`config.mk`:
```
export PLATFORM = sky130hd
export DESIGN_NAME = icsp_loader
export DESIGN_NICKNAME = d
export VERILOG_FILES = /design/src/rtl/icsp_loader.sv
export SDC_FILE = /design/constraint.sdc
export NUM_CORES = 1
export LEC_CHECK = 0
export ABC_AREA = 1
export ABC_CLOCK_PERIOD_IN_PS = 2200
export CELL_PAD_IN_SITES_DETAIL_PLACEMENT = 0
export CELL_PAD_IN_SITES_GLOBAL_PLACEMENT = 1
export CORE_ASPECT_RATIO = 1.2
export CORE_MARGIN = 4
export CORE_UTILIZATION = 40
export DETAILED_ROUTE_END_ITERATION = 16
export PLACE_DENSITY = 0.8
export SLEW_MARGIN = 10
export SYNTH_ARGS = -nofsm -noshare
export SYNTH_HDL_FRONTEND = slang
export SYNTH_SLANG_ARGS = --single-unit
```
`constraint.sdc`:
```
create_clock -name clk -period 2.2 [get_ports clk]
set_input_delay 0.44 -clock clk [delete_from_list [all_inputs] [get_ports clk]]
set_output_delay 0.44 -clock clk [all_outputs]
set_load 0.1 [all_outputs]
```
`src/rtl/icsp_loader.sv`:
```
// icsp_loader: serial in-circuit programming slave for a 512 x 12 program ROM.
//
// A host clocks 6-bit commands and 16-bit data frames (LSB first) over
// icsp_clk / icsp_dat_in. Both pins are asynchronous and pass through 2-flop
// synchronizers. Inbound bits are taken on the synchronized falling edge.
// Read Data bits are launched on the synchronized rising edge.
//
// Ports:
//   clk, rst          system clock, synchronous active-high reset
//   prog_mode         programming-mode entry; low aborts to IDLE on next clk
//   icsp_clk          host serial clock (async)
//   icsp_dat_in       host serial data (async)
//   icsp_dat_out      serial data to host during Read Data
//   icsp_dat_oe       high while icsp_dat_out is driven
//   rom_adrs          program memory address (address counter, or erase index)
//   rom_wdata         program memory write word (data latch, or 0xFFF on erase)
//   rom_we            write strobe: a write occurs on every clk edge where it is high
//   rom_rdata         program memory read word, valid one clk after rom_adrs
//   busy              high during programming or bulk erase
//   cpu_hold          registered prog_mode, holds the core in reset
//   dbg_state         current FSM state encoding
module icsp_loader #(
  parameter logic [15:0] PROG_CYCLES = 16'd1000,
  parameter int          ROM_DEPTH   = 512
) (
  input  logic        clk,
  input  logic        rst,
  input  logic        prog_mode,
  input  logic        icsp_clk,
  input  logic        icsp_dat_in,
  output logic        icsp_dat_out,
  output logic        icsp_dat_oe,
  output logic [8:0]  rom_adrs,
  output logic [11:0] rom_wdata,
  output logic        rom_we,
  input  logic [11:0] rom_rdata,
  output logic        busy,
  output logic        cpu_hold,
  output logic [2:0]  dbg_state
);

  typedef enum logic [2:0] {
    IDLE     = 3'd0,
    CMD      = 3'd1,
    LOAD     = 3'd2,
    RD_FETCH = 3'd3,
    RD_SHIFT = 3'd4,
    PROG     = 3'd5,
    ERASE    = 3'd6
  } state_t;

  localparam logic [15:0] PROG_LAST  = PROG_CYCLES - 16'd1;
  localparam logic [15:0] ERASE_LAST = 16'(ROM_DEPTH - 1);

  state_t      state_q, state_d;
  logic        clk_s1_q, clk_s1_d, clk_s2_q, clk_s2_d, clk_s3_q, clk_s3_d;
  logic        dat_s1_q, dat_s1_d, dat_s2_q, dat_s2_d;
  logic [8:0]  addr_q, addr_d;
  logic [11:0] latch_q, latch_d;
  logic [4:0]  bit_cnt_q, bit_cnt_d;
  logic [15:0] sr_q, sr_d;
  logic [15:0] rd_sr_q, rd_sr_d;
  logic [15:0] busy_cnt_q, busy_cnt_d;
  logic        dat_out_q, dat_out_d;
  logic        hold_q, hold_d;

  logic        clk_rise, clk_fall;
  logic [15:0] sr_in;

  // clk_s3_q is the previous synchronized level, used only for edge detect.
  assign clk_rise = clk_s2_q & ~clk_s3_q;
  assign clk_fall = ~clk_s2_q & clk_s3_q;
  // Bits arrive LSB first: after 6 shifts the command sits in [15:10],
  // after 16 shifts the whole frame sits in [15:0].
  assign sr_in    = {dat_s2_q, sr_q[15:1]};

  always_ff @(posedge clk) begin
    if (rst) begin
      state_q    <= IDLE;
      clk_s1_q   <= 1'b0;
      clk_s2_q   <= 1'b0;
      clk_s3_q   <= 1'b0;
      dat_s1_q   <= 1'b0;
      dat_s2_q   <= 1'b0;
      addr_q     <= 9'h1FF;
      latch_q    <= 12'hFFF;
      bit_cnt_q  <= 5'd0;
      sr_q       <= 16'h0000;
      rd_sr_q    <= 16'h0000;
      busy_cnt_q <= 16'h0000;
      dat_out_q  <= 1'b0;
      hold_q     <= 1'b0;
    end else begin
      state_q    <= state_d;
      clk_s1_q   <= clk_s1_d;
      clk_s2_q   <= clk_s2_d;
      clk_s3_q   <= clk_s3_d;
      dat_s1_q   <= dat_s1_d;
      dat_s2_q   <= dat_s2_d;
      addr_q     <= addr_d;
      latch_q    <= latch_d;
      bit_cnt_q  <= bit_cnt_d;
      sr_q       <= sr_d;
      rd_sr_q    <= rd_sr_d;
      busy_cnt_q <= busy_cnt_d;
      dat_out_q  <= dat_out_d;
      hold_q     <= hold_d;
    end
  end

  always_comb begin
    state_d    = state_q;
    clk_s1_d   = icsp_clk;
    clk_s2_d   = clk_s1_q;
    clk_s3_d   = clk_s2_q;
    dat_s1_d   = icsp_dat_in;
    dat_s2_d   = dat_s1_q;
    addr_d     = addr_q;
    latch_d    = latch_q;
    bit_cnt_d  = bit_cnt_q;
    sr_d       = sr_q;
    rd_sr_d    = rd_sr_q;
    busy_cnt_d = busy_cnt_q;
    dat_out_d  = dat_out_q;
    hold_d     = prog_mode;

    case (state_q)
      IDLE: begin
        bit_cnt_d = 5'd0;
        if (prog_mode) state_d = CMD;
      end
      CMD: begin
        if (clk_fall) begin
          sr_d      = sr_in;
          bit_cnt_d = bit_cnt_q + 5'd1;
          if (bit_cnt_q == 5'd5) begin
            bit_cnt_d = 5'd0;
            case (sr_in[15:10])
              6'h02: state_d = LOAD;
              6'h04: state_d = RD_FETCH;
              6'h06: addr_d  = addr_q + 9'd1;  // wraps 0x1FF -> 0x000
              6'h08: begin
                state_d    = PROG;
                busy_cnt_d = 16'd0;
              end
              6'h09: begin
                state_d    = ERASE;
                busy_cnt_d = 16'd0;
              end
              default: ;                       // End Programming and unknown codes
            endcase
          end
        end
      end
      LOAD: begin
        if (clk_fall) begin
          sr_d      = sr_in;
          bit_cnt_d = bit_cnt_q + 5'd1;
          if (bit_cnt_q == 5'd15) begin
            latch_d   = sr_in[12:1];
            bit_cnt_d = 5'd0;
            state_d   = CMD;
          end
        end
      end
      RD_FETCH: begin
        // rom_adrs has carried the address since before the Read command
        // was clocked in, so rom_rdata already holds that word here.
        rd_sr_d   = {3'b000, rom_rdata, 1'b0};
        dat_out_d = 1'b0;
        state_d   = RD_SHIFT;
      end
      RD_SHIFT: begin
        if (clk_rise) begin
          dat_out_d = rd_sr_q[0];
          rd_sr_d   = {1'b0, rd_sr_q[15:1]};
        end
        if (clk_fall) begin
          bit_cnt_d = bit_cnt_q + 5'd1;
          if (bit_cnt_q == 5'd15) begin
            bit_cnt_d = 5'd0;
            dat_out_d = 1'b0;
            state_d   = CMD;
          end
        end
      end
      PROG: begin
        // Serial edges are ignored while busy; the bit counter stays at 0.
        bit_cnt_d  = 5'd0;
        busy_cnt_d = busy_cnt_q + 16'd1;
        if (busy_cnt_q == PROG_LAST) begin
          busy_cnt_d = 16'd0;
          state_d    = CMD;
        end
      end
      ERASE: begin
        // busy_cnt_q doubles as the erase address.
        bit_cnt_d  = 5'd0;
        busy_cnt_d = busy_cnt_q + 16'd1;
        if (busy_cnt_q == ERASE_LAST) begin
          busy_cnt_d = 16'd0;
          state_d    = CMD;
        end
      end
      default: state_d = IDLE;
    endcase

    // Leaving programming mode aborts whatever is in flight.
    if (!prog_mode) begin
      state_d    = IDLE;
      addr_d     = 9'h1FF;
      latch_d    = 12'hFFF;
      bit_cnt_d  = 5'd0;
      sr_d       = 16'h0000;
      rd_sr_d    = 16'h0000;
      busy_cnt_d = 16'd0;
      dat_out_d  = 1'b0;
    end
  end

  assign rom_adrs     = (state_q == ERASE) ? busy_cnt_q[8:0] : addr_q;
  assign rom_wdata    = (state_q == ERASE) ? 12'hFFF : latch_q;
  assign rom_we       = ((state_q == PROG) && (busy_cnt_q == 16'd0)) || (state_q == ERASE);
  assign busy         = (state_q == PROG) || (state_q == ERASE);
  assign icsp_dat_oe  = (state_q == RD_SHIFT);
  assign icsp_dat_out = dat_out_q;
  assign cpu_hold     = hold_q;
  assign dbg_state    = state_q;

endmodule

```
* Word-level counts from Yosys, hierarchy flattened
Index checks and enable logic that the tools add are counted.
** Word-level totals
- Bits in registers :: 84
- Word-level logic and storage cells :: 93
** Operators by class
- Add/subtract/negate cells :: 3
- Eq/ne operators :: 24
- Mux-type cells :: 27
- Bitwise operators :: 5
- Reduce and logical (&&, ||, !) cells :: 20
** Operators with widths (count)
- $mux W16 :: 6
- $pmux W16 S3 :: 1
- $pmux W16 S2 :: 1
- $mux W5 :: 4
- $mux W3 :: 6
- $pmux W3 S6 :: 1
- $add A16 B1 Y16 const B :: 1
- $eq A16 B10 Y1 const B :: 1
- $eq A16 B9 Y1 const B :: 1
- $logic_not A16 Y1 :: 1
- $pmux W5 S3 :: 1
- $eq A6 B3 Y1 const B :: 2
- $eq A6 B4 Y1 const B :: 2
- $mux W12 :: 1
- $pmux W3 S4 :: 1
- $ne A2 B2 Y1 const B :: 5
- $add A9 B1 Y9 const B :: 1
- $eq A3 B3 Y1 const B :: 3
- $mux W9 :: 1
- $reduce_and A4 Y1 :: 2
- $reduce_or A2 Y1 :: 4
- $reduce_and A7 Y1 :: 1
- $eq A3 B2 Y1 const B :: 2
- $eq A6 B2 Y1 const B :: 1
- other kinds (18) :: 29

* Depth between registers and ports, before layout
- Word-level depth :: 6
- Mapped depth :: 12
- Depth with buffers taken out :: 12

* Least setup slack after synthesis
OpenSTA, ideal clock, no wires.
- Kind :: register -> output
- Start :: register state_q[2], in the netlist dbg_state[2]
- End :: output rom_we
- Data arrival time :: 4.552 ns
- Required time :: 1.760 ns
- Slack :: -2.792 ns
- Stages on the path, launching flop included :: 5
- Cells stage by stage :: dfxtp_1 -> nand3_1 -> inv_1 -> nand4_1 -> o41ai_1
** On the way
- Word-level cells in the longest chain between the ends :: 3
** Ends and longest elaborated chain
- from (decl) :: line 55 : state_t state_q, state_d;
- from (signal assigned) :: line 94 : state_q <= state_d;
- $eq A3 B3 Y1 :: line 223 : assign rom_we = ((state_q == PROG) && (busy_cnt_q == 16'd0)) || (state_q == ERASE);
- $logic_and A1 B1 Y1 :: line 223
- $logic_or A1 B1 Y1 (*) :: line 223
- to (decl) :: line 35 : output logic rom_we,
Mark *: on every way between the ends. The rest lies on a longest branch, timed or not.

* Worst setup path in the final report
- Start :: register busy_cnt_q[2]
- End :: output rom_we
** On the way
- Word-level cells in the longest chain between the ends :: 3
** Ends and longest elaborated chain
- from (decl) :: line 63 : logic [15:0] busy_cnt_q, busy_cnt_d;
- from (signal assigned) :: line 105 : busy_cnt_q <= busy_cnt_d;
- $logic_not A16 Y1 :: line 223
- $logic_and A1 B1 Y1 :: line 223
- $logic_or A1 B1 Y1 :: line 223
No other way between the ends.

==> run metrics <==
vias 3,719; Clock Skew 0.00532 ns; post-route ant nets 0; initial antenna violation count 0; post-synth net total 609; CP Buf/Inv Count 2; DP Area 4930 sq um; Hold Path Sink clk_s2_q$_SDFF_PP0_; total chip power 3.89 mW; fin area 5250 sq um; minimum clock period 2.09 ns; slowest stage delay, CP 0.41 ns; synthesized instance count 584; Initial Util 41.3%; CTS tree done; Setup violations, final 0; status completed; Power per Cell Area 742 nW/um^2; Syn Std Cell Area 3970 sq um; Synth cell types 34; Final Slew Violations 0; ANT cells 0; Internal 2.66 mW; clock buffer count from CTS 9; worst r2r dst busy_cnt_q[6]$_SDFFE_PP0P_; LEAKAGE 2.29 nW; pin count of the biggest net entering global routing 40; register area share after synthesis 39.8%; Worst Hold Launch clk_s1_q$_SDFF_PP0_; Avg Vias per Cell 4.92; Die X 99.0 microns; core footprint 9610 sq um; final net count 653; gpl congestion 0.877; post-DR wirelength/cell 12.2 microns; crit path max-delay cell type o41ai_4; vias in the first global route 3,534; FMAX 479 MHz; CP arrival 1.65 ns; fillers 898; Layout area overhead 32.0%; WP data required 1.76 ns; Max clock buf depth 2; CP Depth 4; Logic pwr share 21.9%; Worst-Skew Late Latency 0.33 ns; Port Buffer Count 45; Die Y-Extent 117 microns; Synth Register Bits 79; fin worst setup slack 0.114 ns; Root Buffer clkbuf_16; Worst Max-Slew Pin Slew 0.457 ns; WHS Path Cells 2; first-pass GRT wire length 16,000 microns; DRC violations left 0; Max-Cap Viols 0; GRT Resource Usage Total 17.1%; fraction of layout instances using a drive strength above 1 17.7%; WS Path Type flip-flop to output port; number of I/O pins 46; commonest non-fill, non-tap cell in the layout nand2_1; critical path, cell by cell inv_1, nand3_1, o41ai_4, buf_12; num rows 39; crit start category flip-flop; clock sink count 79; GRT overflow 0; final number of hold-violating endpoints 0; RSZ-0062 raised after global routing no; fin crit share 94.8%; r2r startpoint bit_cnt_q[0]$_SDFFE_PP0P_; number of iterations in the first detailed-routing pass 4; Slew HR 69.5%; sw frac 31.6%; synth warn 0; worst-path maximum fanout 6; pre-CTS setup slack 0.326 ns; R2R depth 11; most frequent cells in the layout nand2_1, dfxtp_1, nor2_1; flop-to-flop setup slack 0.37 ns; Reg clk slew, reported paths 0.06 ns; Starting DRT DRC Count 176; crit end category output port; switching pwr 1.23 mW; Final Util 54.6%; Max VDD drop 0.000501 V; clock share of power 39.0%; Top delay family on crit path compound AO/OA/AOI/OAI gates; syn avg cell area 6.80 sq um; die area 11,600 sq um; CTS H-tree depth 3; Hold Path Class flip-flop to flip-flop; Flop pwr share 39.1%; worst hold slack 0.409 ns; final wirelength 9260 microns; DP HPWL 6950 microns
-- tightest hold or removal path: stages, from the launching register on --
cell     delay, ns
dfxtp_1       0.30
inv_1         0.04
nor2_1        0.03
-- power by group through the flow --
stage	registers (mW)	clock network [mW]	logic, mW
after floorplan	1.67	0	0.510
after global placement	1.56	0	0.855
after detailed placement	1.55	0	0.855
after CTS	1.52	1.56	0.857
after global routing	1.53	1.63	0.936
final	1.52	1.52	0.853
-- synth_stat cells --
master      n  share of area (%)
xnor2_1     5                1.1
inv_2      13                1.2
nand2_1   150                 14
a21oi_1    20                2.5
o21ai_2     2               0.44
o21a_1      1               0.19
nor3_2      1               0.25
inv_1      51                4.8
buf_2       5               0.63
nand3b_1    1               0.19
nor2_1     76                7.2
ha_1        8                2.5
or2_2      12                1.9
nor3_1      5               0.63
o21ai_1    14                1.8
o221ai_1    1               0.22
o21ai_0    32                4.0
nor2_4      1               0.28
o41ai_1     1               0.22
dfxtp_1    79                 40
xor2_1      7                1.5
nand2_4     1               0.28
o211ai_1    5               0.94
clkbuf_1   12                1.1
a211oi_1    2               0.38
a31oi_1    11                1.7
nand2_2     5               0.79
o21bai_2    1               0.28
nor2_2      3               0.47
nand4_1    11                1.7
nand3_2     3               0.76
nor4_1      1               0.16
buf_4       3               0.57
nand3_1    41                5.2
-- registers in the layout, summed over array words and instances, names as in the netlist --
register	flops
bit_cnt_q	5
latch_q	12
cpu_hold	1
icsp_dat_out	1
clk_s2_q	1
dbg_state	3
addr_q	9
busy_cnt_q	16
sr_q	14
dat_s2_q	1
clk_s3_q	1
dat_s1_q	1
rd_sr_q	13
clk_s1_q	1
-- stage by stage --
| stage | std cells | TNS [ns] |
|---|---|---|
| after floorplan | 584 | -0.282 |
| after global placement | 740 | 0 |
| after detailed placement | 740 | 0 |
| after CTS | 756 | 0 |
| after global routing | 756 | 0 |
| final | 756 | 0 |
-- worst max-delay path by stage --
stage                            endpoint  slack [ns]                        from
2_1_floorplan                      rom_we       -0.28   dbg_state[0]$_SDFFE_PP0P_
3_3_place_gp   busy_cnt_q[3]$_SDFFE_PP0P_        0.35                         rst
3_5_place_dp        sr_q[13]$_SDFFE_PP0P_        0.33                         rst
4_1_cts                            rom_we        0.04  busy_cnt_q[5]$_SDFFE_PP0P_
5_1_grt                            rom_we       0.005  busy_cnt_q[1]$_SDFFE_PP0P_
6_report                           rom_we        0.11  busy_cnt_q[2]$_SDFFE_PP0P_
-- kinds of logic after synthesis --
group / after synthesis / share of synthesized area (%)
AO/OA/AOI/OAI: 90 / 12.7
flip-flops: 79 / 39.8
AND/OR/NAND/NOR: 311 / 33.9
XOR/XNOR: 12 / 2.64
buffers and inverters: 84 / 8.38
adder cells (fa/ha/maj): 8 / 2.52
-- area by class of cell --
cell class | count | area, sq um | area share, %
Tap cell | 123 | 154 | 2.93
Sequential cell | 79 | 1590 | 30.4
Timing Repair Buffer | 53 | 751 | 14.3
Clock inverter | 2 | 17.5 | 0.334
Clock buffer | 14 | 297 | 5.65
Inverter | 64 | 240 | 4.58
Multi-Input combinational cell | 421 | 2190 | 41.8
-- repair_timing --
action,in CTS,in global routing
endpoints found under the setup margin,1,1
pin swaps,1,0
cloned,0,0
hold buffers,0,0
hold endpoints to repair,0,0
gates resized for setup,0,3
setup buffers,0,0
-- layer usage --
metal | GRT usage [%] | part of all wire, % | vias to the layer above
li1 | - | - | 1980
met1 | 20.0 | 45 | 1668
met2 | 30.0 | 50 | 55
met3 | 3.85 | 3.5 | 16
met4 | 7.56 | 1.8 | 0
met5 | 0 | 0 | -
Power figures use the tool's default switching activity.
